===== config.mk =====
export PLATFORM = sky130hd
export DESIGN_NAME = addsub_pipe
export DESIGN_NICKNAME = d
export VERILOG_FILES = /design/src/rtl/addsub_pipe.sv
export SDC_FILE = /design/constraint.sdc
export NUM_CORES = 1
export LEC_CHECK = 0
export BUFFER_PORTS_ARGS = -buffer_cell sky130_fd_sc_hd__buf_2
export CAP_MARGIN = 15
export CORE_ASPECT_RATIO = 0.5
export CORE_MARGIN = 2
export CORE_UTILIZATION = 44
export CTS_BUF_LIST = sky130_fd_sc_hd__clkbuf_16
export DETAILED_ROUTE_END_ITERATION = 6
export GPL_TIMING_DRIVEN = 0
export PLACE_DENSITY = 0.68
export SLEW_MARGIN = 20
export SYNTH_ARGS = -nofsm -noshare
export SYNTH_HDL_FRONTEND = slang
export SYNTH_SLANG_ARGS = --single-unit

===== constraint.sdc =====
create_clock -name clk -period 3.9 [get_ports clk]
set_clock_uncertainty 0.05 [all_clocks]
set_input_delay 0.585 -clock clk [delete_from_list [all_inputs] [get_ports clk]]
set_output_delay 0.585 -clock clk [all_outputs]
set_load 0.01 [all_outputs]

===== src/rtl/addsub_pipe.sv =====
// Segmented-carry pipelined signed adder/subtractor with optional saturation.
// Each stage adds one SEG-bit slice and passes its carry to the next stage.
// The pipeline uses a valid/ready handshake: the whole pipe advances together
// when the output register is empty or being drained.
`timescale 1ns/1ps
module addsub_pipe #(
  parameter int WIDTH = 16,
  parameter int SEG   = 4
) (
  input  logic             clk,
  input  logic             rst,
  input  logic             in_valid,
  output logic             in_ready,
  input  logic [WIDTH-1:0] a,
  input  logic [WIDTH-1:0] b,
  input  logic             sub,
  input  logic             sat,
  output logic             out_valid,
  input  logic             out_ready,
  output logic [WIDTH-1:0] s,
  output logic             cout,
  output logic             overflow,
  output logic             zero,
  output logic             neg
);

  localparam int STAGES = WIDTH / SEG;
  localparam int L      = STAGES - 1;

  if (SEG < 1 || (WIDTH % SEG) != 0) begin : g_bad_param
    $error("addsub_pipe: WIDTH must be a positive multiple of SEG");
  end

  // SEG-bit slice add with carry in; MSB of the result is the slice carry out.
  function automatic logic [SEG:0] add_seg(input logic [SEG-1:0] x,
                                           input logic [SEG-1:0] y,
                                           input logic           cin);
    return {1'b0, x} + {1'b0, y} + {{SEG{1'b0}}, cin};
  endfunction

  // Clamp toward the side the true result overflowed to; raw MSB 1 means the
  // true result was too large positive.
  function automatic logic [WIDTH-1:0] saturate(input logic [WIDTH-1:0] raw,
                                                input logic             ovf,
                                                input logic             en);
    if (en && ovf)
      return raw[WIDTH-1] ? {1'b0, {(WIDTH-1){1'b1}}} : {1'b1, {(WIDTH-1){1'b0}}};
    return raw;
  endfunction

  logic              advance;
  logic [STAGES-1:0] vld_d, vld_q;
  logic [STAGES-1:0] carry_d, carry_q;
  logic [STAGES-1:0] sub_d, sub_q;
  logic [STAGES-1:0] sat_d, sat_q;
  logic [WIDTH-1:0]  a_d   [STAGES];
  logic [WIDTH-1:0]  a_q   [STAGES];
  logic [WIDTH-1:0]  b_d   [STAGES];
  logic [WIDTH-1:0]  b_q   [STAGES];
  logic [WIDTH-1:0]  sum_d [STAGES];
  logic [WIDTH-1:0]  sum_q [STAGES];

  logic              out_valid_d, out_valid_q;
  logic [WIDTH-1:0]  s_d, s_q;
  logic              cout_d, cout_q;
  logic              ovf_d, ovf_q;
  logic              zero_d, zero_q;
  logic              neg_d, neg_q;

  logic [SEG:0]      seg_last;
  logic [WIDTH-1:0]  raw;
  logic              c_msb_in;
  logic              raw_ovf;
  logic [WIDTH-1:0]  s_fin;

  assign advance  = !out_valid_q || out_ready;
  assign in_ready = advance;

  // Stage registers: capture the operands, then add one slice per stage.
  always_comb begin
    logic [SEG:0] seg_sum;
    seg_sum = '0;
    vld_d   = vld_q;
    carry_d = carry_q;
    sub_d   = sub_q;
    sat_d   = sat_q;
    for (int k = 0; k < STAGES; k++) begin
      a_d[k]   = a_q[k];
      b_d[k]   = b_q[k];
      sum_d[k] = sum_q[k];
    end
    if (advance) begin
      vld_d[0]   = in_valid;
      a_d[0]     = a;
      b_d[0]     = b;
      sub_d[0]   = sub;
      sat_d[0]   = sat;
      carry_d[0] = sub;
      sum_d[0]   = '0;
      for (int k = 1; k < STAGES; k++) begin
        seg_sum = add_seg(a_q[k-1][(k-1)*SEG +: SEG],
                          b_q[k-1][(k-1)*SEG +: SEG] ^ {SEG{sub_q[k-1]}},
                          carry_q[k-1]);
        vld_d[k]   = vld_q[k-1];
        a_d[k]     = a_q[k-1];
        b_d[k]     = b_q[k-1];
        sub_d[k]   = sub_q[k-1];
        sat_d[k]   = sat_q[k-1];
        carry_d[k] = seg_sum[SEG];
        sum_d[k]   = sum_q[k-1];
        sum_d[k][(k-1)*SEG +: SEG] = seg_sum[SEG-1:0];
      end
    end
  end

  // Final slice, flags and saturation feeding the output register.
  always_comb begin
    seg_last = add_seg(a_q[L][L*SEG +: SEG],
                       b_q[L][L*SEG +: SEG] ^ {SEG{sub_q[L]}},
                       carry_q[L]);
    raw = sum_q[L];
    raw[L*SEG +: SEG] = seg_last[SEG-1:0];
    c_msb_in = a_q[L][WIDTH-1] ^ (b_q[L][WIDTH-1] ^ sub_q[L]) ^ raw[WIDTH-1];
    raw_ovf  = c_msb_in ^ seg_last[SEG];
    s_fin    = saturate(raw, raw_ovf, sat_q[L]);

    out_valid_d = out_valid_q;
    s_d         = s_q;
    cout_d      = cout_q;
    ovf_d       = ovf_q;
    zero_d      = zero_q;
    neg_d       = neg_q;
    if (advance) begin
      out_valid_d = vld_q[L];
      if (vld_q[L]) begin
        s_d    = s_fin;
        cout_d = seg_last[SEG];
        ovf_d  = raw_ovf;
        zero_d = (s_fin == '0);
        neg_d  = s_fin[WIDTH-1];
      end
    end
  end

  // Valid bits and output register: cleared asynchronously by reset.
  always_ff @(posedge clk or posedge rst) begin
    if (rst) begin
      vld_q       <= '0;
      out_valid_q <= 1'b0;
      s_q         <= '0;
      cout_q      <= 1'b0;
      ovf_q       <= 1'b0;
      zero_q      <= 1'b0;
      neg_q       <= 1'b0;
    end else begin
      vld_q       <= vld_d;
      out_valid_q <= out_valid_d;
      s_q         <= s_d;
      cout_q      <= cout_d;
      ovf_q       <= ovf_d;
      zero_q      <= zero_d;
      neg_q       <= neg_d;
    end
  end

  // Stage datapath registers; contents are qualified by the valid bits.
  always_ff @(posedge clk) begin
    carry_q <= carry_d;
    sub_q   <= sub_d;
    sat_q   <= sat_d;
    for (int k = 0; k < STAGES; k++) begin
      a_q[k]   <= a_d[k];
      b_q[k]   <= b_d[k];
      sum_q[k] <= sum_d[k];
    end
  end

  assign out_valid = out_valid_q;
  assign s         = s_q;
  assign cout      = cout_q;
  assign overflow  = ovf_q;
  assign zero      = zero_q;
  assign neg       = neg_q;

endmodule


; Word-level counts from Yosys, hierarchy flattened
; Memory sizes are Yosys's and may differ from the RTL's.
; Cells that the tools add are included.
; Widths: inputs -> output; s select.
[totals]
regBits = 37
mem_bits_rw = 192
input_bits = 38
out_inout_bits = 22
mem_count = 3
wordCells = 41
[op_classes]
n_bitwise = 8
reduce_logical = 5
muxes = 7
add_sub_neg = 8
[memory_table]
columns = name, words, word_bits, rd, rd_ports_with_merged_regs, wr, line
row1 = a_q, 4, 16, 4, 0, 4, 57  ; logic [WIDTH-1:0] a_q [STAGES];
row2 = b_q, 4, 16, 4, 0, 4, 59  ; logic [WIDTH-1:0] b_q [STAGES];
row3 = sum_q, 4, 16, 4, 0, 4, 61  ; logic [WIDTH-1:0] sum_q [STAGES];
[op_table]
columns = op, n
row1 = $mux 64, 3
row2 = $mux 16, 3
row3 = $add 4x4->5, 4
row4 = $add 5x1->5, 4
row5 = $logic_not 16->1, 1
row6 = $xor 4x4->4, 4
row7 = $xor 1x1->1, 4
row8 = $reduce_and 2->1, 1
row9 = $logic_and 1x1->1, 1
row10 = $logic_not 1->1, 1
row11 = $logic_or 1x1->1, 1
row12 = $mux 1, 1

; Longest topological paths before layout
; Gate-level depths: netlist of run 1.
[depth]
word_depth = 9
ltp_mapped = 9
ltp_nobuf = 8

; Worst setup path after synthesis of run 1
; No wires, ideal clock.
[synth_timing]
kind = reg2reg
from = register sub_q[3]
to = register zero_q (netlist: zero)
path_stages_with_launch = 9
synth_period_minus_slack_ns = 2.715
path_slack_ns = 1.185
arrival_ns = 2.544
n_path_buf = 0
setup_time_ns = 0.121
required_ns = 3.729
path_cell_list = edfxtp_1 xnor2_1 fa_1 fa_1 nor2b_2 nor2_1 or3_2 a32o_1 a22o_1
[synth_via]
elab_chain_len = 9
word_cells_on_any_way = 13
cone_classes = 2 x add/sub / 4 x mux / 5 x bitwise / 2 x reduce/logical
[synth_lines]
columns = element, line
row1 = "start, declared", 54  ; logic [STAGES-1:0] sub_d, sub_q;
row2 = "start signal, assigned", 169  ; sub_q <= sub_d;
row3 = $xor 4x4->4, 119  ; b_q[L][L*SEG +: SEG] ^ {SEG{sub_q[L]}},
row4 = $add 4x4->5, 38  ; return {1'b0, x} + {1'b0, y} + {{SEG{1'b0}}, cin};
row5 = $add 5x1->5, 38
row6 = $xor 1x1->1, 123  ; c_msb_in = a_q[L][WIDTH-1] ^ (b_q[L][WIDTH-1] ^ sub_q[L]) ^ raw[WIDTH-1];
row7 = $xor 1x1->1, 124  ; raw_ovf = c_msb_in ^ seg_last[SEG];
row8 = $logic_and 1x1->1, 46  ; if (en && ovf)
row9 = $mux 1, 46
row10 = $mux 16 (*), 48  ; return raw;
row11 = $logic_not 16->1 (*), 139  ; zero_d = (s_fin == '0);
row12 = "end signal, assigned", 161  ; zero_q <= zero_d;
row13 = "end, declared", 67  ; logic zero_d, zero_q;
; Every way passes the cells marked *; elsewhere a longest branch is shown, timed or not. The select of a mux whose other input is x is not followed.
; A chain may end at the register's enable or synchronous reset.

; Worst setup path after layout of run 1
[layout_timing]
from = register sub_q[3]
to = register s_q[3] (netlist: s[3])
[layout_via]
elab_chain_len = 8
word_cells_on_any_way = 12
cone_classes = 2 x add/sub / 4 x mux / 5 x bitwise / 1 x reduce/logical
[layout_lines]
columns = element, line
row1 = $xor 4x4->4, 119
row2 = $add 4x4->5, 38
row3 = $add 5x1->5, 38
row4 = $xor 1x1->1, 123
row5 = $xor 1x1->1, 124
row6 = $logic_and 1x1->1, 46
row7 = $mux 1, 46
row8 = $mux 16 (*), 48
row9 = "end signal, assigned", 150  ; s_q <= '0;
row10 = "end signal, assigned", 158  ; s_q <= s_d;
row11 = "end, declared", 64  ; logic [WIDTH-1:0] s_d, s_q;
; Marks and branches as above.

==> results of run 1 <==
worst register-to-register path, stage by stage (launching register included):
cell and delay [ns]:
sky130_fd_sc_hd__edfxtp_1 0.49, sky130_fd_sc_hd__xnor2_1 0.19, sky130_fd_sc_hd__fa_1 0.46, sky130_fd_sc_hd__fa_1 0.47, sky130_fd_sc_hd__nor2b_2 0.20, sky130_fd_sc_hd__a21oi_1 0.10
sky130_fd_sc_hd__mux2i_2 0.39, sky130_fd_sc_hd__buf_2 0.31, sky130_fd_sc_hd__a21boi_1 0.10, sky130_fd_sc_hd__o22a_1 0.19
area by class of cell:
type | count | area [um^2]
clock buffers | 17 | 425
flip-flops and latches | 139 | 4050
plain buffers | 9 | 60.1
inverters | 14 | 52.6
fillers | 943 | 5370
clock inverters | 15 | 140
repair buffers | 60 | 323
well taps | 165 | 206
multi-input cells | 133 | 1170
flip-flops by register name, summed over array words and instances, names as in the netlist:
| name | flops |
|---|---|
| zero | 1 |
| overflow | 1 |
| vld_q | 4 |
| cout | 1 |
| s | 16 |
| sat_q | 4 |
| sum_q | 24 |
| carry_q | 4 |
| b_q | 40 |
| a_q | 40 |
| sub_q | 3 |
| out_valid | 1 |
report_power, final:
part	switching, mW	internal, mW	total [mW]
Clock	0.544	0.980	1.52
Combinational	1.01	0.819	1.83
Sequential	0.220	2.30	2.52
worst min path at each step:
stage / end / slack [ns] / cells past startpoint
3_5_place_dp: a_q[3][14] / 0.35 / 0
3_3_place_gp: sum_q[2][0] / 0.35 / 0
6_report: b_q[0][10] / 0.30 / 1
2_1_floorplan: a_q[1][10] / 0.35 / 0
5_1_grt: b_q[0][1] / 0.28 / 1
4_1_cts: b_q[0][10] / 0.28 / 1
layout by cell type (no fill, tap or decap), types with 2 or more instances in the layout:
| master | Yosys | final |
|---|---|---|
| sky130_fd_sc_hd__o21ai_0 | 4 | 4 |
| sky130_fd_sc_hd__clkbuf_16 | 0 | 17 |
| sky130_fd_sc_hd__nor2_1 | 2 | 2 |
| sky130_fd_sc_hd__a21oi_1 | 8 | 8 |
| sky130_fd_sc_hd__edfxtp_1 | 115 | 115 |
| sky130_fd_sc_hd__bufinv_16 | 0 | 3 |
| sky130_fd_sc_hd__o22a_1 | 15 | 15 |
| sky130_fd_sc_hd__a21boi_1 | 11 | 11 |
| sky130_fd_sc_hd__nand3b_1 | 2 | 2 |
| sky130_fd_sc_hd__clkinv_1 | 0 | 5 |
| sky130_fd_sc_hd__inv_1 | 14 | 17 |
| sky130_fd_sc_hd__ha_1 | 13 | 13 |
| sky130_fd_sc_hd__buf_4 | 3 | 2 |
| sky130_fd_sc_hd__dfrtp_1 | 24 | 24 |
| sky130_fd_sc_hd__xnor2_1 | 6 | 6 |
| sky130_fd_sc_hd__fa_1 | 7 | 7 |
| sky130_fd_sc_hd__clkbuf_1 | 2 | 2 |
| sky130_fd_sc_hd__mux2_2 | 5 | 5 |
| sky130_fd_sc_hd__a21o_1 | 5 | 5 |
| sky130_fd_sc_hd__nor4b_1 | 2 | 2 |
| sky130_fd_sc_hd__nand2b_1 | 4 | 4 |
| sky130_fd_sc_hd__buf_6 | 1 | 2 |
| sky130_fd_sc_hd__clkinv_2 | 0 | 4 |
| sky130_fd_sc_hd__xor2_1 | 18 | 18 |
| sky130_fd_sc_hd__nand2_1 | 8 | 8 |
| sky130_fd_sc_hd__nor2b_1 | 3 | 3 |
| sky130_fd_sc_hd__buf_2 | 3 | 62 |
per-layer routing:
metal | vias to the layer above | GRT usage [%] | wire length, um | share of wire [%]
met5 | - | 0 | 0 | 0
met4 | 0 | 6.27 | 165 | 2.1
met3 | 18 | 4.95 | 314 | 4.0
met2 | 54 | 20.2 | 3580 | 46
met1 | 1242 | 16.4 | 3700 | 48
li1 | 1262 | - | - | -
through the flow:
step                setup WS [ns]  instance area (um^2)
floorplan                    1.18                  5340
global placement            0.769                  5840
detailed placement          0.870                  5840
CTS                         0.837                  6410
global route                0.654                  6440
finish                      0.824                  6440
kinds of logic (layout without fill, tap and decap cells):
family                     count (synthesis)  in the layout  synth area share (%)
muxes                                      7              7                  1.50
DFF                                      139            139                  75.9
xor gates and xnor gates                  24             24                  3.94
buffers and inverters                     23            115                  2.04
AOI/OAI and AO/OA                         51             51                  7.31
adders and majority gates                 20             20                  5.67
and+or+nand+nor                           31             31                  3.59
==> out/results.md, run 1 <==
| Item | This run | Unit |
|---|---|---|
| Outcome | complete, no violations | - |
| Detailed placer's ending HPWL | 5210 | um |
| Most frequent cell after synthesis | sky130_fd_sc_hd__edfxtp_1 | - |
| CTS tree | built | - |
| Arrival time worst endpoint | 3.31 | ns |
| Register bit count reported by yosys | 139 | - |
| Number of remaining DRC errors | 0 | - |
| Setup repair after global routing missed its margin | no | - |
| Critical path data required time | 4.14 | ns |
| Mean cell area of the mapped netlist | 18.1 | um^2 |
| Number of instances in the placed design | 519 | - |
| Period Utilization, post-route | 78.9 | % |
| First-pass GRT wire length | 12800 | um |
| Worst hold path type | in2reg | - |
| Power per standard cell area | 912 | mW/mm^2 |
| Worst Path Buf+Inv | 1 | - |
| Instance count of the mapped netlist | 295 | - |
| Static leakage | 2.56 | nW |
| GR Util All Layers | 13.0 | % |
| Summed instance area of the synthesized netlist | 0.00534 | mm^2 |
| Total number of H-tree levels | 4 | - |
| Synth cell types | 43 | - |
| Portion of the post-synthesis area used by sequential elements | 75.9 | % |
| Start point of the worst min-delay path | b[10] | - |
| Vias in the first global route | 2644 | - |
| Worst Tran Pin Value | 0.887 | ns |
| Most repeated library cell on the critical path | sky130_fd_sc_hd__fa_1 | - |
| Largest driver fanout on the critical path | 10 | - |
| Start point of the critical path | sub_q[3] | - |
| Count of max-cap constraint violations | 0 | - |
| Non-filler instance count after layout | 552 | - |
| Worst reg-to-reg path cell count | 9 | - |
| Fraction of final layout cells sized beyond drive strength 1 | 27.1 | % |
| Vias | 2576 | - |
| Utilization of the core after routing | 54.5 | % |
| Setup slack of the most critical reg-to-reg path | 0.82 | ns |
| Largest net degree at the start of global routing | 124 | - |
| Final RePlAce weighted congestion | 0.834 | - |
| Total count of max-transition violations in the final report | 0 | - |
| Worst setup endpoint | s[3] | - |
| Setup_tns | 0 | ns |
| Setup Viol. Count Final | 0 | - |
| Die area | 0.0131 | mm^2 |
| Detailed-route wire length | 7760 | um |
| Path type of the worst setup path | reg2reg | - |
| Total iterations of the first detailed-routing run | 4 | - |
| Number of hold violations in the final report | 0 | - |
| # diodes | 0 | - |
| Worst hold margin | 0.302 | ns |
| Initial drt markers | 140 | - |
| Initial standard-cell utilization of the core | 45.2 | % |
| Number of hold buffers added after cts | 0 | - |
| Vias per inst | 4.67 | - |
| Total Power | 5.87 | mW |
| Most frequent cells after synthesis | 115 x sky130_fd_sc_hd__edfxtp_1, 24 x sky130_fd_sc_hd__dfrtp_1, 18 x sky130_fd_sc_hd__xor2_1, 15 x sky130_fd_sc_hd__o22a_1, 14 x sky130_fd_sc_hd__inv_1 | - |
| Layout overhead on the synthesized area | 20.6 | % |
| Biggest area consumer among synthesized cells | sky130_fd_sc_hd__edfxtp_1 | - |
| Antenna violations before repair | 0 | - |
| Top cells by area, synth | sky130_fd_sc_hd__edfxtp_1 65%, sky130_fd_sc_hd__dfrtp_1 11%, sky130_fd_sc_hd__ha_1 3.0% | - |
| Clock insertion delay at the later pin of the skew report | 0.41 | ns |
| Async set-or-reset flop fraction in the synthesized netlist | 17.3 | % |
| Ordered list of cells on the worst path | xnor2_1 > fa_1 > fa_1 > nor2b_2 > a21oi_1 > mux2i_2 > buf_2 > a21boi_1 > o22a_1 | - |
| Stage delay of the slowest cell on the critical path | 0.49 | ns |
| R2R Path Start | sub_q[3] | - |
| Count of buffers added by post-CTS timing repair for setup | 0 | - |
| Count of input and output buffers | 59 | - |
| Std-Cell Core Area | 0.0118 | mm^2 |
| Die Y | 81.9 | um |
| Cells resized by post-CTS repair | 0 | - |
| CTS root buf | sky130_fd_sc_hd__clkbuf_16 | - |
| Clock buffer count from CTS | 17 | - |
| Top Family by Delay on Critical Path | adder cells | - |
| CP endpoint kind | register | - |
| IR Drop Worst-Case VDD | 0.445 | mV |
| Worst max-slew margin expressed relative to the limit | 40.8 | % |
| Syn nets | 353 | - |
| Top-area cell type share of the netlist area | 64.7 | % |
| Yosys warns | 0 | - |
| Number of synthesized flops with an enable pin | 115 | - |
| Clk sink count | 139 | - |
| CTS max path bufs | 2 | - |
| Number of nets still failing antenna checks after routing | 0 | - |
| Total I/O pin count | 60 | - |
| Path length in cells of the critical path | 9 | - |
| End of the worst register-to-register path | s[3] | - |
| Final #Nets | 432 | - |
| Avg WL per Cell | 14.1 | um |
| Synth Flop Type | sky130_fd_sc_hd__edfxtp_1 | - |
| Final critical path time including I/O delays and setup | 3.08 | ns |
| Clock edge transition at the registers on the reported setup and hold paths | 0.05 | ns |
| Library cell contributing the largest single delay on the critical path | sky130_fd_sc_hd__edfxtp_1 | - |
| Remaining Overflow, GRT | 0 | - |
| Setup crit start kind | register | - |
| Width of the die | 160 | um |
| Maximum clock rate | 325 | MHz |
| Number of rows in the core area | 28 | - |
(Power assumes the default switching activity.)
==> run 2, diff against run 1 <==
==> constraint.sdc (replaced) <==
create_clock -name clk -period 3 [get_ports clk]
set_clock_uncertainty 0.05 [all_clocks]
set_input_delay 0.45 -clock clk [delete_from_list [all_inputs] [get_ports clk]]
set_output_delay 0.45 -clock clk [all_outputs]
set_load 0.01 [all_outputs]
==> run 2 against run 1 <==
Effect of this change:
- final area rose by 0.31%
- via count increased by 0.58%
- worst hold slack lost 0.14 ns
- sequential share of layout area down 0.20 points
- largest cell class unchanged
==> out/results.md, run 2 (synthesis results as in run 1) <==
| Item | This run | Unit |
|---|---|---|
| Path type of the worst setup path | reg2reg | - |
| Clk sink count | 139 | - |
| Std-Cell Core Area | 0.0118 | mm^2 |
| Stage delay of the slowest cell on the critical path | 0.48 | ns |
| Total iterations of the first detailed-routing run | 4 | - |
| IR Drop Worst-Case VDD | 0.579 | mV |
| CTS tree | built | - |
| Total Power | 7.68 | mW |
| Final #Nets | 433 | - |
| Pre-CTS setup slack | -0.0300 | ns |
| Worst Path Buf+Inv | 1 | - |
| Number of remaining DRC errors | 0 | - |
| Period Utilization, post-route | 94.1 | % |
| Setup repair after global routing missed its margin | no | - |
| Largest driver fanout on the critical path | 10 | - |
| First-pass GRT wire length | 12800 | um |
| Path length in cells of the critical path | 9 | - |
| Count of max-cap constraint violations | 0 | - |
| CP endpoint kind | register | - |
| Outcome | complete, no violations | - |
| Top Family by Delay on Critical Path | adder cells | - |
| Initial standard-cell utilization of the core | 45.2 | % |
| Highest-count cells in the layout ignoring fill and taps | 115 x sky130_fd_sc_hd__edfxtp_1, 61 x sky130_fd_sc_hd__buf_2, 24 x sky130_fd_sc_hd__dfrtp_1, 18 x sky130_fd_sc_hd__xor2_1 | - |
| Clock buffer count from CTS | 17 | - |
| Total non-filler cell area in the finished layout | 0.00646 | mm^2 |
| CTS max path bufs | 2 | - |
| Arrival time worst endpoint | 3.11 | ns |
| Antenna violations before repair | 0 | - |
| Most common cell after layout, fill and taps aside | sky130_fd_sc_hd__edfxtp_1 | - |
| Remaining Overflow, GRT | 0 | - |
| Vias per inst | 4.69 | - |
| Worst max-slew margin expressed relative to the limit | 40.8 | % |
| Worst hold margin | 0.167 | ns |
| Die area | 0.0131 | mm^2 |
| Registers with the most flip-flops | a_q x40, b_q x40, sum_q x24 | - |
| Initial drt markers | 138 | - |
| Largest net degree at the start of global routing | 124 | - |
| Maximum clock rate | 354 | MHz |
| Total I/O pin count | 60 | - |
| Critical path data required time | 3.29 | ns |
| Number of hold buffers added after cts | 0 | - |
| Cell Area, Placed | 0.00584 | mm^2 |
| Total count of max-transition violations in the final report | 0 | - |
| Ordered list of cells on the worst path | xnor2_1 > fa_1 > fa_1 > nor2b_2 > nor2_1 > or3_2 > nand3_2 > buf_4 > o22a_1 | - |
| Clock edge transition at the registers on the reported setup and hold paths | 0.06 | ns |
| Worst Tran Pin Value | 0.887 | ns |
| Avg WL per Cell | 14.0 | um |
| Detailed placer's ending HPWL | 5210 | um |
| Count of input and output buffers | 59 | - |
| Worst hold path type | in2async | - |
| Static leakage | 2.57 | nW |
| Most repeated library cell on the critical path | sky130_fd_sc_hd__fa_1 | - |
| Library cell contributing the largest single delay on the critical path | sky130_fd_sc_hd__or3_2 | - |
| Clock insertion delay at the later pin of the skew report | 0.41 | ns |
| Number of nets still failing antenna checks after routing | 0 | - |
| Detailed-route wire length | 7770 | um |
| Start point of the critical path | sub_q[3] | - |
| Vias | 2591 | - |
| Worst reg-to-reg path cell count | 9 | - |
| R2R Path Start | sub_q[3] | - |
| Worst-case setup margin in the final layout | 0.178 | ns |
| Vias in the first global route | 2632 | - |
| Setup Viol. Count Final | 0 | - |
| Final critical path time including I/O delays and setup | 2.82 | ns |
| Width of the die | 160 | um |
| Fraction of final layout cells sized beyond drive strength 1 | 27.3 | % |
| Total number of H-tree levels | 4 | - |
| GR Util All Layers | 13.0 | % |
| Number of rows in the core area | 28 | - |
| Die Y | 81.9 | um |
| # diodes | 0 | - |
| Layout overhead on the synthesized area | 21.0 | % |
| Number of hold violations in the final report | 0 | - |
| Final RePlAce weighted congestion | 0.834 | - |
| CTS root buf | sky130_fd_sc_hd__clkbuf_16 | - |
| Power per standard cell area | 1190 | mW/mm^2 |
| Setup crit start kind | register | - |
## run 2: cell types whose count changed in the layout (fill, tap and decap cells not counted)
cell	previous run	this run
sky130_fd_sc_hd__a2111oi_0	1	0
sky130_fd_sc_hd__a2111oi_1	0	1
sky130_fd_sc_hd__buf_2	62	61
sky130_fd_sc_hd__clkbuf_4	0	1
sky130_fd_sc_hd__mux2i_2	1	0
sky130_fd_sc_hd__buf_4	2	3
sky130_fd_sc_hd__mux2i_4	0	1
## run 2: path summary, 6_finish.rpt
kind | to | slack, ns
setup / recovery | s[3] | 0.18
hold / removal | vld_q[2] | 0.17
setup reg to reg | s[3] | 0.18
hold reg to reg | a_q[3][14] | 0.36
max in group asynchronous | s[10] | 2.18
min in group clk | b_q[0][10] | 0.17
## run 2: layout make-up
class	instances	area, um^2
flip-flops and latches	139	4050
fillers	943	5350
plain buffers	9	62.6
inverters	14	52.6
well taps	165	206
repair buffers	61	330
clock inverters	15	140
multi-input cells	133	1180
clock buffers	17	425
## run 2: metrics by stage
stage	setup TNS (ns)	std cells	utilization, %
after detailed placement	-0.0871	519	49.5
after floorplan	0	295	-
after CTS	0	551	54.4
after global routing	0	553	54.7
final	0	553	54.7
after global placement	0	519	49.5
## run 2: where the power goes
part           internal (mW)  total (mW)  switching [mW]
Sequential              2.98        3.26           0.280
Clock                   1.27        1.98           0.708
Combinational           1.10        2.43            1.33
## run 2: what timing repair did
action | CTS | global route
endpoints found under the hold margin | 0 | 0
gates cloned | 0 | 0
setup buffers | 0 | 1
endpoints found under the setup margin | 9 | 11
resized for setup | 1 | 2
## run 2: metal layers
| metal | GRT usage (%) | routed length (um) | vias up |
|---|---|---|---|
| met5 | 0 | 0 | - |
| met1 | 16.4 | 3670 | 1253 |
| li1 | - | - | 1264 |
| met2 | 20.1 | 3600 | 56 |
| met4 | 6.27 | 165 | 0 |
| met3 | 4.95 | 328 | 18 |
